--- src/rtl/uart_rx.sv ---
`default_nettype none
// ============================================================================
//  Module   : uart_rx
//  Purpose  : UART serial receive stage. Detects the start bit on the RX line,
//             samples 8N1 frames at mid-bit with a down-counting clock divider,
//             and presents each good byte on rx_data with a one-cycle rx_end
//             strobe. A low stop bit raises a one-cycle rx_ferr strobe and
//             parks the receiver until the line returns high.
//  Config   : UART_RX_SYNC_EN - when defined, rx passes through a two-flop
//             synchroniser (reset value 1) before any use, adding two cycles
//             to every latency. When undefined, rx is used directly.
//  Revision : 1.0 - initial release
// ============================================================================
module uart_rx #(
    parameter int DIV_RATE  = 260,  // clk cycles per bit, >= 4
    parameter int DIV_CNT_W = 9     // 2**DIV_CNT_W must exceed DIV_RATE
) (
    input  logic       clk,
    input  logic       reset,
    input  logic       rx,
    output logic       rx_busy,
    output logic       rx_end,
    output logic [7:0] rx_data,
    output logic       rx_ferr
);

    typedef enum logic [1:0] {
        ST_IDLE  = 2'd0,
        ST_RECV  = 2'd1,
        ST_BREAK = 2'd2
    } state_t;

    // The counter samples on the cycle it is found at zero, so the start-bit
    // load is one short of half a bit: the start sample then lands exactly
    // DIV_RATE/2 cycles after detection, i.e. in the middle of the start bit.
    localparam logic [DIV_CNT_W-1:0] c_START_LOAD = DIV_CNT_W'(DIV_RATE / 2 - 1);
    // Reload after every sample so consecutive samples are DIV_RATE apart.
    localparam logic [DIV_CNT_W-1:0] c_BIT_LOAD   = DIV_CNT_W'(DIV_RATE - 1);
    localparam logic [DIV_CNT_W-1:0] c_DIV_ONE    = DIV_CNT_W'(1);
    localparam logic [3:0]           c_BIT_START  = 4'd0;
    localparam logic [3:0]           c_BIT_STOP   = 4'd9;

    // ------------------------------------------------------------------------
    // Sampled line
    // ------------------------------------------------------------------------
    logic w_rx_s;

`ifdef UART_RX_SYNC_EN
    logic sync_meta_q;
    logic sync_q;

    // Two-flop synchroniser; resets to the idle (high) line level so that
    // leaving reset can never look like a start bit.
    always_ff @(posedge clk) begin
        if (reset) begin
            sync_meta_q <= 1'b1;
            sync_q      <= 1'b1;
        end else begin
            sync_meta_q <= rx;
            sync_q      <= sync_meta_q;
        end
    end

    assign w_rx_s = sync_q;
`else
    assign w_rx_s = rx;
`endif

    // ------------------------------------------------------------------------
    // State and datapath registers
    // ------------------------------------------------------------------------
    state_t                 state_q,   state_d;
    logic [DIV_CNT_W-1:0]   div_cnt_q, div_cnt_d;
    logic [3:0]             bit_cnt_q, bit_cnt_d;   // 0 = start, 1..8 data, 9 = stop
    logic [7:0]             shift_q,   shift_d;
    logic [7:0]             data_q,    data_d;
    logic                   end_q,     end_d;
    logic                   ferr_q,    ferr_d;
    logic                   busy_q,    busy_d;

    // Register all state; reset discards any partial frame.
    always_ff @(posedge clk) begin
        if (reset) begin
            state_q   <= ST_IDLE;
            div_cnt_q <= '0;
            bit_cnt_q <= '0;
            shift_q   <= '0;
            data_q    <= 8'h00;
            end_q     <= 1'b0;
            ferr_q    <= 1'b0;
            busy_q    <= 1'b0;
        end else begin
            state_q   <= state_d;
            div_cnt_q <= div_cnt_d;
            bit_cnt_q <= bit_cnt_d;
            shift_q   <= shift_d;
            data_q    <= data_d;
            end_q     <= end_d;
            ferr_q    <= ferr_d;
            busy_q    <= busy_d;
        end
    end

    // Next-state logic: start detection, mid-bit sampling, stop-bit check.
    always_comb begin
        state_d   = state_q;
        div_cnt_d = div_cnt_q;
        bit_cnt_d = bit_cnt_q;
        shift_d   = shift_q;
        data_d    = data_q;
        end_d     = 1'b0;
        ferr_d    = 1'b0;

        case (state_q)
            ST_IDLE: begin
                if (!w_rx_s) begin
                    state_d   = ST_RECV;
                    div_cnt_d = c_START_LOAD;
                    bit_cnt_d = c_BIT_START;
                end
            end

            ST_RECV: begin
                if (div_cnt_q != '0) begin
                    div_cnt_d = div_cnt_q - c_DIV_ONE;
                end else begin
                    div_cnt_d = c_BIT_LOAD;
                    if (bit_cnt_q == c_BIT_START) begin
                        // A line back high at mid-start was only a glitch.
                        if (w_rx_s) begin
                            state_d = ST_IDLE;
                        end else begin
                            bit_cnt_d = 4'd1;
                        end
                    end else if (bit_cnt_q == c_BIT_STOP) begin
                        bit_cnt_d = c_BIT_START;
                        if (w_rx_s) begin
                            data_d  = shift_q;
                            end_d   = 1'b1;
                            state_d = ST_IDLE;
                        end else begin
                            // Keep the previous byte; wait out the low line.
                            ferr_d  = 1'b1;
                            state_d = ST_BREAK;
                        end
                    end else begin
                        // LSB arrives first, so shift in from the top.
                        shift_d   = {w_rx_s, shift_q[7:1]};
                        bit_cnt_d = bit_cnt_q + 4'd1;
                    end
                end
            end

            ST_BREAK: begin
                // Only a return to high re-arms; a held-low line never retriggers.
                if (w_rx_s) begin
                    state_d = ST_IDLE;
                end
            end

            default: begin
                state_d = ST_IDLE;
            end
        endcase

        busy_d = (state_d != ST_IDLE);
    end

    assign rx_busy = busy_q;
    assign rx_end  = end_q;
    assign rx_data = data_q;
    assign rx_ferr = ferr_q;

endmodule
`default_nettype wire

--- config.mk ---
export PLATFORM = sky130hd
export DESIGN_NAME = uart_rx
export DESIGN_NICKNAME = d
export VERILOG_FILES = /design/src/rtl/uart_rx.sv
export SDC_FILE = /design/constraint.sdc
export NUM_CORES = 1
export LEC_CHECK = 0
export CORE_UTILIZATION = 35
export DETAILED_ROUTE_END_ITERATION = 8
export HOLD_SLACK_MARGIN = 0.08
export PLACE_DENSITY_LB_ADDON = 0.3
export SYNTH_ARGS = -nofsm -noshare
export SYNTH_HDL_FRONTEND = slang
export SYNTH_SLANG_ARGS = --single-unit
--- constraint.sdc ---
create_clock -name clk -period 1.92 [get_ports clk]
set_input_delay 0.384 -clock clk [delete_from_list [all_inputs] [get_ports clk]]
set_output_delay 0.384 -clock clk [all_outputs]
set_load 0.05 [all_outputs]
======== Yosys cells after proc, flatten, opt, wreduce, memory -nomap -nowiden ========
Index checks and enable logic that the tools add are counted.
operators by class
  add/subtract/negate cells ............... 2
  mux-type cells .......................... 18
  equal/unequal tests ..................... 6
  reductions and logical operators ........ 10
  bitwise gates (word level) .............. 4
operators by type and width
  kind                                                                 number
  4-bit two-way mux                                                    5
  9-bit two-way mux                                                    2
  9-bit one-hot mux with 2 select lines                                1
  2-bit two-way mux                                                    6
  9-bit nonzero test                                                   1
  9-bit by 1-bit subtractor with 9-bit output (second input constant)  1
  4-bit one-hot mux with 2 select lines                                1
  4-bit AND reduction                                                  2
  2-bit one-hot mux with 3 select lines                                1
  5-bit AND reduction                                                  1
  5-bit OR reduction                                                   1
  4-bit by 1-bit adder with 4-bit output (second input constant)       1
  4-bit == test (second input constant)                                1
  4-bit logical NOT                                                    1
  2-bit != test (second input constant)                                2
  1-bit NOT                                                            4
  2-bit nonzero test                                                   2
  3-bit != test (second input constant)                                1
  2-bit by 1-bit == test with 1-bit output (second input constant)     1
  2-bit == test (second input constant)                                1
  2-bit logical NOT                                                    1
  1-bit two-way mux                                                    2
  2-bit AND reduction                                                  1
word-level totals
  output and inout port bits .............. 11
  input bits .............................. 3
  register bits ........................... 34

======== Longest topological paths before layout ========
  word-level depth ........................ 6
  mapped depth ............................ 6
  depth with buffers taken out ............ 6

======== Least setup slack after synthesis ========
Ideal clock, no wire load.
  path kind ............................... register to register
  start ................................... reg div_cnt_q[0]
  end ..................................... reg bit_cnt_q[2]
  cell stages (with the launch flop) ...... 7
  slack ................................... 0.240 ns
  required time ........................... 1.780 ns
  path buffers ............................ 0
  clock period less this slack ............ 1.680 ns
  arrival ................................. 1.540 ns
  setup time .............................. 0.140 ns
  path through ............................ dfxtp_1 inv_1 ha_1 nor4b_4 nand2_1 a211oi_2 o311ai_0
between the ends
  longest elaborated chain between the ends .. 3
ends and longest elaborated chain
  item                           line  RTL
  from (decl)                    73    logic [DIV_CNT_W-1:0] div_cnt_q, div_cnt_d;
  from (signal assigned)         94    div_cnt_q <= div_cnt_d;
  9-bit nonzero test             124   if (div_cnt_q != '0) begin
  2-bit != test (no line)        -
  4-bit AND reduction (no line)  -
  to (signal assigned)           95    bit_cnt_q <= bit_cnt_d;
  to (decl)                      74    logic [3:0] bit_cnt_q, bit_cnt_d;
No other way between the ends.
A chain may end at the register's enable or synchronous reset.

======== Worst setup path in the final report ========
  start ................................... reg data_q[5] (netlist: rx_data[5])
  end ..................................... out rx_data[5]
RTL lines
  item                    line  RTL
  from (decl)             76    logic [7:0] data_q, data_d;
  from (signal assigned)  97    data_q <= data_d;
  to (decl)               23    output logic [7:0] rx_data,
No word-level cell between the ends.

==> results.txt <==
----------------------------------------------------
[Status]
  Run status ... finished, final reports clean

[Logic synthesis]
  Top post-synthesis cells by count ... dfxtp_1, nor2_1, mux2i_1
  Summed instance area of the synthesized netlist ... 1627 um2
  Number of synthesized flops with an enable pin ... 0
  Synth Instances ... 170
  FF+latch count, synth ... 34
  Main flop type after synthesis ... dfxtp_1
  YS warnings ... 0
  Number of distinct library cells after synthesis ... 47
  Top-area cell type share of the netlist area ... 41.85%
  Async set-reset flop share out of synthesis ... 0%
  Synthesized netlist net count ... 178
  Per-instance average area after synthesis ... 9.568 um2
  Most area-hungry cell type in the Yosys netlist ... dfxtp_1
  Top cells by area in the synthesized netlist ... dfxtp_1, mux2i_1, nor2_1
  Most used standard cell by instance count after synthesis ... dfxtp_1
  Sequential element share of the synthesized area ... 41.85%

[Die]
  Die boundary height ... 70.17 um
  Width of the die ... 70.17 um
  Core Area ... 4414 um2
  Num rows ... 24
  Effective utilization at floorplan ... 36.85%
  Number of top-level pins ... 14
  Die ar. ... 4924 um2

[CTS]
  Library cell used as clock root buffer ... clkbuf_8
  Number of buffers created by CTS ... 5
  Number of clock sinks seen by CTS ... 34
  Clock transition at the registers of the reported paths ... 0.06 ns
  Latest clock arrival within the worst-skew pair ... 0.29 ns
  Max Root-Sink Buffers ... 2
  CTS tree ... yes
  Post-CTS setup-driven buffer insertion count ... 0
  Clock H-tree levels ... 2

[Pwr]
  Pwr per Cell Area ... 985.3 nW/um2
  Internal power contribution ... 1415 uW
  Sw power ... 589.2 uW
  Peak ir drop on the vdd network ... 0.0003802 V
  Power share of the sequential group ... 42.5%
  Net Sw Frac ... 29.39%
  Clock network fraction of total power ... 32.7%
  Pleak ... 0.0008889 uW
  Combinational cell fraction of total power ... 24.8%

[Final layout]
  Layout overhead on the synthesized area ... 25.08%
  Final nets ... 206
  Proportion of layout cells with a drive suffix above 1 ... 17.68%
  Post-route core utilization ... 46.09%
  Number of inserted filler cells in the final layout ... 426
  Ant. Diodes ... 0

[Drt]
  Amount of wire on met2 after detailed routing ... 1698 um
  Count of nets left with antenna violations after detail routing ... 0
  # DRC ... 0
  Highest Signal Layer ... met4
  Routed wire per std cell ... 13.82 um
  DR iter-0 viols ... 47
  Total wire length ... 3456 um
  Via density per instance ... 5.416
  Overall via count from detail_route ... 1354
  Detailed-router iteration count before antenna repair ... 4
  Length of routed wiring on met1 ... 1576 um
  Length of routed met3 wiring ... 128 um

[Global route]
  First-pass GRT wire length ... 5816 um
  Total GRT Usage ... 14.87%
  Number of antenna violations at the first check in global routing ... 0
  Total congestion overflow after global routing ... 0
  Pin count of the biggest net entering global routing ... 30
  Vias in the first global route ... 1335

[Placed design]
  Estimated wirelength of the detail-placed design ... 2501 um
  Placement Setup Slack ... -0.08366 ns
  Gp weighted congestion ... 0.8164
  Number of buffers added on ports ... 13

[Worst setup path]
  Count of buffer and inverter cells on the critical path ... 1
  Max FO, Critical Path ... 2
  Critical path cell sequence ... clkdlybuf4s50_1
  Worst setup SP type ... flip-flop
  Top Family by Delay on Critical Path ... buffers and inverters
  Critical R2R Launch ... bit_cnt_q[1]
  Required time of the worst setup path ... 1.54 ns
  Setup slack, reg-to-reg ... 0.13 ns
  Launch point of the critical path ... rx_data[5]
  Kind of critical path ... flip-flop to primary output
  Reg-to-Reg End ... bit_cnt_q[2]
  Critical Path Sink Type ... primary output
  CP max stage cell ... clkdlybuf4s50_1
  Maximum single-stage delay on the critical path ... 0.81 ns
  Arrival time reported for the critical path endpoint ... 1.44 ns
  Number of cells on the worst reg-to-reg path ... 7

[STA]
  Period Utilization, post-route ... 95.05%
  Final hold slack ... 0.5054 ns
  Final clock skew ... 0.008204 ns
  Number of pins with negative max-slew slack in the final report ... 0
  Transition time at the pin with the least slew margin ... 0.5025 ns
  Setup slack of the critical path after layout ... 0.09506 ns
  Final Hold Vio Count ... 0
  Unrepaired setup endpoints after global routing ... false
  Worst slew margin relative to its limit ... 66.40%
  Final number of setup-violating endpoints ... 0
  Sum of negative setup slack ... 0 ns
  Final worst path period need ... 1.825 ns
  Maximum clock frequency ... 548.0 MHz

[Min path]
  Hold-critical path depth ... 2
  Sink of the worst hold path ... rx_data[3]
  Classification of the worst-slack hold path ... flip-flop to flip-flop
  Hold_sp ... rx_data[3]

[Flow run]
  # Max-Cap Violations ... 0

----------------------------------------------------
==> metal layers <==
| layer | global-route usage (%) | vias to the layer above |
|---|---|---|
| met5 | 0 | - |
| met4 | 6.667 | 0 |
| met3 | 5.051 | 5 |
| met2 | 24.47 | 22 |
| met1 | 17.45 | 652 |
| li1 | - | 675 |
==> power groups by stage <==
stage / sequential (uW) / combinational, uW / clock [uW]
after global placement: 863 / 471 / 0
after CTS: 849 / 483 / 679
after floorplan: 836 / 352 / 0
after global routing: 861 / 549 / 710
after detailed placement: 865 / 480 / 0
final: 852 / 497 / 655
==> cell usage in the layout (no fill, tap or decap), types with 2 or more instances in the layout <==
master           synthesis  final
inv_1                    8      7
nor4_1                   4      4
nor2b_1                  3      3
o21ai_0                  3      3
nor2_1                  21     21
nand3b_1                 2      2
a22o_1                   2      2
buf_4                    0     14
nand2_1                  7      7
nor3_1                   3      3
a31oi_1                  3      3
nand4b_1                 2      2
mux2i_1                 19     19
clkdlybuf4s50_1          0     13
clkbuf_8                 0      6
nand2b_1                 8      8
ha_1                     5      4
dfxtp_1                 34     33
a21oi_1                  8      8
nand3_1                  4      4
==> kinds of logic after synthesis <==
| group | share of synthesized area [%] |
|---|---|
| xor gates and xnor gates | 1.077 |
| adders and majority gates | 3.846 |
| buffers and inverters | 3.384 |
| AOI/OAI and AO/OA | 13.08 |
| and+or+nand+nor | 24.39 |
| DFF | 41.85 |
| muxes | 12.38 |
==> worst max path at each step <==
stage                         endpoint  slack, ns  cells after the start
after floorplan           bit_cnt_q[2]       0.24                      6
after global placement      rx_data[6]      -0.01                      5
after detailed placement    rx_data[2]      -0.08                      5
after CTS                   rx_data[2]       0.03                      7
after global routing      bit_cnt_q[2]      0.009                      7
final                       rx_data[5]        0.1                      1
==> what timing repair did <==
item | CTS | global route
hold buffers | 0 | 0
resized for setup | 0 | 6
setup endpoints to repair | 0 | 10
==> layout make-up <==
type | count | area, um2 | area share (%)
repair buffers | 27 | 235.2 | 11.56
clock inverters | 1 | 30.03 | 1.476
inverters | 8 | 30.03 | 1.476
clock buffers | 6 | 82.58 | 4.059
multi-input cells | 122 | 909.6 | 44.71
flip-flops and latches | 34 | 681.9 | 33.52
well taps | 52 | 65.06 | 3.198
==> registers in the layout (all words and copies together), names as in the netlist <==
signal,cells
div_cnt_q,9
rx_data,8
shift_q,8
bit_cnt_q,4
state_q,2
rx_busy,1
rx_end,1
rx_ferr,1
==> through the flow <==
stage	cells	instance area [um2]	total power, uW
final	250	2034	2005
after detailed placement	243	1902	1345
after CTS	250	2014	2011
after floorplan	170	1627	1187
after global routing	250	2034	2120
after global placement	243	1902	1334
No activity file was read; power rests on OpenSTA's default activity.
